$ cat src/rtl/dcache_state_ctrl_pkg.sv
// dcache_state_ctrl_pkg: shared index width, {dirty, valid} bit positions and FSM encoding
package dcache_state_ctrl_pkg;
  localparam int D_INDEX_WIDTH = 4;
  localparam int DW = 2;
  localparam int DIRTY = 1;
  localparam int VALID = 0;
  typedef enum logic [2:0] {IDLE, LOOKUP, WB, FILL, DONE} state_t;
endpackage

$ cat src/rtl/dcache_state_ctrl_plru4.sv
// plru4: one set's tree pseudo-LRU victim decode and touch update
module plru4 (
  input  logic [2:0] bits,
  input  logic [1:0] touch_way,
  output logic [1:0] victim,
  output logic [2:0] next_bits
);
  assign victim = bits[0] ? {1'b1, bits[2]} : {1'b0, bits[1]};
  assign next_bits = touch_way[1] ? {~touch_way[0], bits[1], 1'b0} : {bits[2], ~touch_way[0], 1'b1};
endmodule

$ cat src/rtl/dcache_state_ctrl.sv
// dcache_state_ctrl: per-access controller for the data-cache {dirty, valid} state array
module dcache_state_ctrl
  import dcache_state_ctrl_pkg::*;
#(
  parameter int aw  = D_INDEX_WIDTH,
  parameter int num = 1 << aw,
  parameter int dw  = DW
) (
  input  logic          clk,
  input  logic          rst,
  input  logic          req_valid,
  output logic          req_ready,
  input  logic [aw-1:0] req_index,
  input  logic          req_write,
  input  logic          req_hit,
  input  logic [1:0]    req_hit_way,
  output logic [aw-1:0] sram_index,
  output logic [1:0]    sram_way,
  output logic [dw-1:0] sram_din,
  output logic          sram_we,
  output logic          sram_en,
  input  logic [dw-1:0] sram_dout0,
  input  logic [dw-1:0] sram_dout1,
  input  logic [dw-1:0] sram_dout2,
  input  logic [dw-1:0] sram_dout3,
  output logic          wb_valid,
  input  logic          wb_ready,
  output logic [aw-1:0] wb_index,
  output logic [1:0]    wb_way,
  input  logic          fill_valid,
  output logic          resp_valid,
  output logic [1:0]    resp_way,
  output logic          resp_hit
);
  state_t state, next;
  logic [aw-1:0] idx;
  logic wr, hit, ehit;
  logic [1:0] hway, way;
  logic [2:0] plru [num];
  logic [dw-1:0] dout [4];
  logic [3:0] vld;
  logic eh, vdirty;
  logic [1:0] first_inv, pvict, vict;
  logic [2:0] pnext;
  assign dout = '{sram_dout0, sram_dout1, sram_dout2, sram_dout3};
  assign vld = {dout[3][VALID], dout[2][VALID], dout[1][VALID], dout[0][VALID]};
  assign eh = hit & dout[hway][VALID];
  assign first_inv = !vld[0] ? 2'd0 : !vld[1] ? 2'd1 : !vld[2] ? 2'd2 : 2'd3;
  assign vict = &vld ? pvict : first_inv;
  assign vdirty = dout[vict][DIRTY] & dout[vict][VALID];
  plru4 u_plru (
    .bits(plru[idx]),
    .touch_way(way),
    .victim(pvict),
    .next_bits(pnext)
  );
  always_comb begin
    next = state;
    req_ready = 1'b0;
    sram_en = 1'b0;
    sram_we = 1'b0;
    sram_index = '0;
    sram_way = '0;
    sram_din = '0;
    wb_valid = 1'b0;
    wb_index = '0;
    wb_way = '0;
    resp_valid = 1'b0;
    resp_way = '0;
    resp_hit = 1'b0;
    case (state)
      IDLE: begin
        req_ready = 1'b1;
        next = req_valid ? LOOKUP : IDLE;
      end
      LOOKUP: begin
        sram_en = 1'b1;
        sram_index = idx;
        sram_we = eh;
        sram_way = eh ? hway : 2'd0;
        sram_din = eh ? {dout[hway][DIRTY] | wr, 1'b1} : '0;
        next = eh ? DONE : vdirty ? WB : FILL;
      end
      WB: begin
        wb_valid = 1'b1;
        wb_index = idx;
        wb_way = way;
        next = wb_ready ? FILL : WB;
      end
      FILL: begin
        sram_en = fill_valid;
        sram_we = fill_valid;
        sram_index = fill_valid ? idx : '0;
        sram_way = fill_valid ? way : 2'd0;
        sram_din = fill_valid ? {wr, 1'b1} : '0;
        next = fill_valid ? DONE : FILL;
      end
      DONE: begin
        resp_valid = 1'b1;
        resp_way = way;
        resp_hit = ehit;
        next = IDLE;
      end
      default: next = IDLE;
    endcase
  end
  always_ff @(posedge clk or posedge rst) begin
    if (rst) begin
      state <= IDLE;
      idx <= '0;
      wr <= 1'b0;
      hit <= 1'b0;
      hway <= '0;
      way <= '0;
      ehit <= 1'b0;
      for (int i = 0; i < num; i++) plru[i] <= '0;
    end else begin
      state <= next;
      if (state == IDLE && req_valid) begin
        idx <= req_index;
        wr <= req_write;
        hit <= req_hit;
        hway <= req_hit_way;
      end
      if (state == LOOKUP) begin
        way <= eh ? hway : vict;
        ehit <= eh;
      end
      if (state == DONE) plru[idx] <= pnext;
    end
  end
endmodule

$ cat config.mk
export PLATFORM = sky130hd
export DESIGN_NAME = dcache_state_ctrl
export DESIGN_NICKNAME = d
export VERILOG_FILES = /design/src/rtl/dcache_state_ctrl_pkg.sv /design/src/rtl/dcache_state_ctrl_plru4.sv /design/src/rtl/dcache_state_ctrl.sv
export SDC_FILE = /design/constraint.sdc
export NUM_CORES = 1
export LEC_CHECK = 0
export CORE_AREA = 4 4 89 91
export CTS_CLUSTER_DIAMETER = 80
export CTS_CLUSTER_SIZE = 40
export DETAILED_ROUTE_END_ITERATION = 7
export DIE_AREA = 0 0 93 95
export PLACE_DENSITY = 0.67
export RECOVER_POWER = 100
export SYNTH_ARGS = -nofsm -noshare
export SYNTH_HDL_FRONTEND = slang
export SYNTH_SLANG_ARGS = --single-unit
$ cat constraint.sdc
create_clock -name clk -period 2.55 [get_ports clk]
set_input_delay 0.51 -clock clk [delete_from_list [all_inputs] [get_ports clk]]
set_output_delay 0.51 -clock clk [all_outputs]
set_load 0.01 [all_outputs]
# Yosys cells after proc, flatten, opt, wreduce, memory -nomap -nowiden
# Index checks and enable logic that the tools add are counted.
[totals]
output_inout_bits = 22
input_bits = 21
word_cells = 84
regBits = 62
[classes]
muxes = 42
n_eq_ne = 4
bitwise = 7
reduce_logical = 4
n_lt_le_gt_ge = 4
[op_table]
columns = ["op", "count"]
rows = [
  ["$bwmux W48", 1],
  ["$mux W2", 15],
  ["$mux W3", 6],
  ["$bmux W3 S4", 1],
  ["$demux W3 S4", 1],
  ["$pmux W3 S4", 1],
  ["$bmux W2 S2", 2],
  ["$mux W1", 8],
  ["$mux W4", 2],
  ["$pmux W2 S2", 2],
  ["$pmux W4 S2", 1],
  ["$eq A3 B2 Y1 const B", 2],
  ["$ge A3 B3 Y1 const B", 2],
  ["$not A2 Y3", 2],
  ["$ge A5 B5 Y1 const B", 1],
  ["$lt A5 B1 Y1 const B", 1],
  ["$not A4 Y5", 1],
  ["$pmux W1 S2", 2],
  ["$reduce_and A4 Y1", 1],
  ["$eq A3 B1 Y1 const B", 1],
  ["$eq A3 B3 Y1 const B", 1],
  ["$logic_not A3 Y1", 1],
  ["$and A1 B1 Y1", 2],
  ["$logic_and A1 B1 Y1", 2],
  ["other kinds (2)", 2],
]

# Longest topological paths before layout
[logic_depth]
word_depth = 14
depth_mapped = 10
mapped_depth_nobuf = 8

# Cells and area by module
# From an unflattened synthesis, not the netlist that was laid out.
[hier_totals]
hier_cells = 257
hier_area_um2 = 3271.9
[by_module_without_submodules]
columns = ["mod", "cells_per_inst", "instances", "seq_area_each_um2", "area_per_inst_um2"]
rows = [
  ["dcache_state_ctrl", 250, 1, 1551.5, 3220.6],
  ["plru4", 7, 1, 0.0, 51.3],
]

# Least setup slack after synthesis
# OpenSTA, ideal clock, no wires.
[synth_path]
path_type = "reg-to-output"
start = "register state[0]"
end = "output port sram_din[0]"
setup_slack_ns = 0.320
arrival_ns = 1.720
stages_incl_launch_ff = 6
t_required_ns = 2.040
n_path_buf = 3
path_cell_list = "dfrtp_1 clkbuf_1 or3b_2 clkbuf_1 o21ai_0 buf_4"
[synth_via]
elab_chain_cells = 2
elab_cells_between_ends = 3
cone_classes = "2 x eq/ne; 1 x mux"
[synth_lines]
columns = ["item", "line", "rtl"]
rows = [
  ["start, declared", "dcache_state_ctrl.sv:35", "state_t state, next;"],
  ["start signal, assigned", "dcache_state_ctrl.sv:118", "state <= next;"],
  ["$eq A3 B2 Y1 or $eq A3 B1 Y1 (tied branches)", "dcache_state_ctrl.sv:71", "case (state)"],
  ["$pmux W2 S2 (*)", "dcache_state_ctrl.sv:71", ""],
  ["end, declared", "dcache_state_ctrl.sv:19", "output logic [dw-1:0] sram_din,"],
]
# Mark *: on every way between the ends. The rest lies on a longest branch, timed or not.

# Worst setup path in the final report
[layout_path]
start = "register idx[1]"
end = "register state[0]"
[layout_via]
elab_chain_cells = 14
[layout_lines]
columns = ["item", "line", "rtl"]
rows = [
  ["start, declared", "dcache_state_ctrl.sv:36", "logic [aw-1:0] idx;"],
  ["start signal, assigned", "dcache_state_ctrl.sv:120", "idx <= req_index;"],
  ["$not A4 Y5 (implied by the code)", "dcache_state_ctrl.sv:52", ".bits(plru[idx]),"],
  ["$bmux W3 S4", "dcache_state_ctrl.sv:52", ""],
  ["$mux W3 (implied by the code) (2 in a row)", "dcache_state_ctrl.sv:52", ""],
  ["$mux W2", "dcache_state_ctrl_plru4.sv:8", "assign victim = bits[0] ? {1'b1, bits[2]} : {1'b0, bits[1]};"],
  ["$mux W2", "dcache_state_ctrl.sv:49", "assign vict = &vld ? pvict : first_inv;"],
  ["$not A2 Y3 (implied by the code)", "dcache_state_ctrl.sv:50", "assign vdirty = dout[vict][DIRTY] & dout[vict][VALID];"],
  ["$bmux W2 S2", "dcache_state_ctrl.sv:50", ""],
  ["$mux W2 (implied by the code) (2 in a row)", "dcache_state_ctrl.sv:50", ""],
  ["$and A1 B1 Y1", "dcache_state_ctrl.sv:50", ""],
  ["$mux W1", "dcache_state_ctrl.sv:82", "next = eh ? DONE : vdirty ? WB : FILL;"],
  ["$mux W3", "dcache_state_ctrl.sv:82", ""],
  ["$pmux W3 S4", "dcache_state_ctrl.sv:71", ""],
  ["via next[0]", "dcache_state_ctrl.sv:35", ""],
]
# The timed path passes the listed nets, and every way through them passes these cells. The select of a mux whose other input is x is not followed.
# A chain may end at the register's enable or synchronous reset.

==> results.sh <==
export IMPL_fillers=625
export IMPL_timing_hold_ws_ns=0.476
export IMPL_synth_distinct_cells=35
export IMPL_ys_ff_latch=62
export IMPL_drt_initial_drc_count=156
export IMPL_drt_total_wl_um=8000
export IMPL_fmax_mhz=402
export IMPL_rsz0062_at_grt="true"
export IMPL_total_power_mw=4.68
export IMPL_final_min_clock_period_ns=2.49
export IMPL_io_buffers=42
export IMPL_path_max_fanout=8
export IMPL_multiInputGateArea_sq_um=1540
export IMPL_yosys_area_share_simple=0.174
export IMPL_startpoint_type="register"
export IMPL_dieArea_sq_um=8840
export IMPL_setup_tns_ns=0
export IMPL_die_y_um=95
export IMPL_drive_gt1_frac=0.278
export IMPL_peakVddDrop_mv=0.465
export IMPL_holdBufCountCts=0
export IMPL_outcome="finished with violations"
export IMPL_grt_first_pass_wirelength_um=12800
export IMPL_hp_start="plru[16]"
export IMPL_min_period_over_period=0.977
export IMPL_synthXorXnorAreaFrac=0
export IMPL_row_count=31
export IMPL_finalInstanceArea_sq_um=4200
export IMPL_synth_cells=300
export IMPL_start_util=0.444
export IMPL_hpwl_um=5730
export IMPL_power_density_nw_per_um2=1110
export IMPL_yosysTopAreaCell="dfrtp_1"
export IMPL_core_area_sq_um=7140
export IMPL_seq_area_sq_um=1550
export IMPL_cts_tree="done"
export IMPL_avgRoutedWirePerCell_um=16.7
export IMPL_max_cap_violations=1
export IMPL_reg2reg_from="idx[1]"
export IMPL_tightest_slew_ns=1.50
export IMPL_clk_pin_slew_worst_paths_ns=0.07
export IMPL_synth_area_sq_um=3170
export IMPL_grt_overflow=0
export IMPL_clkLatencyLatePin_ns=0.34
export IMPL_slew_viol_final=62
export IMPL_top_level_ports=43
export IMPL_synth_fa_ha_area_frac=0
export IMPL_relSlewSlack=-0.00286
export IMPL_fin_util=0.589
export IMPL_endpoint_kind="register"
export IMPL_clkSinkCount=62
export IMPL_routabilityCongestion=0.867
export IMPL_ys_warn_count=0
export IMPL_drc=0
export IMPL_cp_arrival_ns=2.72
export IMPL_area_growth_pct=32.7
export IMPL_hold_violations=0
export IMPL_finalSetupViolCount=0
export IMPL_ant_nets=0
export IMPL_worstHoldPathType="register to register"
export IMPL_grt_pass1_vias=2445
export IMPL_grt_antenna_before_repair=0
export IMPL_synth_area_leaders="dfrtp_1, mux2_2, nand2_1"
export IMPL_p_leak_nw=1.98
export IMPL_synth_seq_area_share=0.490
export IMPL_n_antenna_cell=0
export IMPL_clock_path_buffers=2
export IMPL_htreeDepth=3
export IMPL_cts_made_buffers=9
export IMPL_drtPass1Iterations=5
export IMPL_vias=2538
export IMPL_die_w_um=93
export IMPL_synth_top_family_by_area="multiplexers"
export IMPL_syn_nets=321
export IMPL_synth_compound_area_frac=0.0940
export IMPL_postSynthAreaPerCell_sq_um=10.6
export IMPL_synth_top_area_frac=0.490
export IMPL_root_buffer="clkbuf_8"
export IMPL_placed_area_sq_um=3890
export IMPL_violations="capacitance limit, slew limit"
export IMPL_synthMuxAreaShare=0.208
export IMPL_startpoint="idx[1]"
export IMPL_grt_max_degree=63
export IMPL_worst_setup_path_type="register to register"
export IMPL_vias_per_cell=5.29
export IMPL_fin_worst_skew_ns=0.0133
export IMPL_track_usage=0.190
export IMPL_nets=397
export IMPL_required_ns=2.78
power by group:
group	switching, mW	leakage, nW	internal [mW]
Sequential	0.280	0.829	1.31
Combinational	1.01	1.04	1.15
Clock	0.374	0.109	0.559
final cells by class:
class	instances	share of cell area
Timing Repair Buffer	83	0.177
Clock buffer	14	0.0435
Sequential cell	62	0.370
Clock inverter	2	0.00893
Inverter	5	0.00446
Multi-Input combinational cell	215	0.367
Tap cell	99	0.0295
registers in the layout (all words and copies together), names as in the netlist:
signal	count
hway	2
plru	48
state	3
hit	1
idx	4
ehit	1
way	2
wr	1
per-layer routing:
metal	GRT usage	part of all wire
met5	0	0
met4	0.0659	0.013
met3	0.0311	0.046
met2	0.279	0.46
met1	0.285	0.48
Yosys cell counts, drive strengths merged:
| cell type | count |
|---|---|
| nand2 | 63 |
| dfrtp | 62 |
| o21ai | 37 |
| mux2 | 23 |
| mux4 | 14 |
| nor2 | 14 |
| and2 | 12 |
| clkbuf | 10 |
| nand3 | 9 |
| buf | 8 |
| mux2i | 7 |
| inv | 5 |
| a21oi | 4 |
| and3 | 4 |
| nor2b | 4 |
| nor3 | 4 |
| nor3b | 4 |
| a22o | 3 |
| a22oi | 3 |
| a211oi | 1 |
| a21o | 1 |
| a221o | 1 |
| nand3b | 1 |
| nand4b | 1 |
| nor4 | 1 |
| o2111a | 1 |
| o211ai | 1 |
| or2 | 1 |
| or3b | 1 |
cells in the final DEF (no fill, tap or decap), drive strengths merged, types with 3 or more instances in the layout:
cell and count:
nand2 63, dfrtp 62, buf 44, o21ai 37, clkdlybuf4s50 31, mux2 23, clkbuf 16, nor2 14
mux4 14, and2 12, nand3 9, mux2i 7, dlymetal6s2s 5, inv 4, nor2b 4, a21oi 4
and3 4, nor3b 4, nor3 4, a22oi 3, a22o 3
critical path, stage by stage (launching register included):
cell	delay, ns
dfrtp_2	0.39
buf_12	0.14
mux4_1	0.54
mux2i_1	0.22
mux2i_2	0.13
mux2i_1	0.16
nor3_2	0.31
mux2i_1	0.14
a221o_1	0.35
logic make-up (layout without fill, tap and decap cells):
kind of cell | count (synthesis) | after routing
multiplexers | 44 | 44
flip-flops | 62 | 62
AND/OR/NAND/NOR | 119 | 119
buffers and inverters | 23 | 104
AO/OA/AOI/OAI | 52 | 52
stage by stage:
stage                     worst slack, ns  instances
after floorplan                     0.320        300
final                              0.0599        480
after global placement             -0.325        455
after detailed placement           -0.365        455
after CTS                         0.00181        473
after global routing             -0.00589        480
repair_timing:
| action | CTS | global route |
|---|---|---|
| pin swaps | 1 | 6 |
| gates resized for setup | 25 | 14 |
| cloned | 0 | 1 |
| setup buffers | 2 | 6 |
| endpoints found under the setup margin | 9 | 30 |
worst paths after layout:
path | end | slack (ns) | depth (start not counted)
max | state[0] | 0.06 | 8
min | plru[16] | 0.48 | 2
max reg2reg | state[0] | 0.06 | 8
min reg2reg | plru[16] | 0.48 | 2
max in group asynchronous | idx[0] | 0.41 | 3
min in group asynchronous | plru[7] | 1.13 | 3
Note: power is estimated with default switching activity, not from simulation.
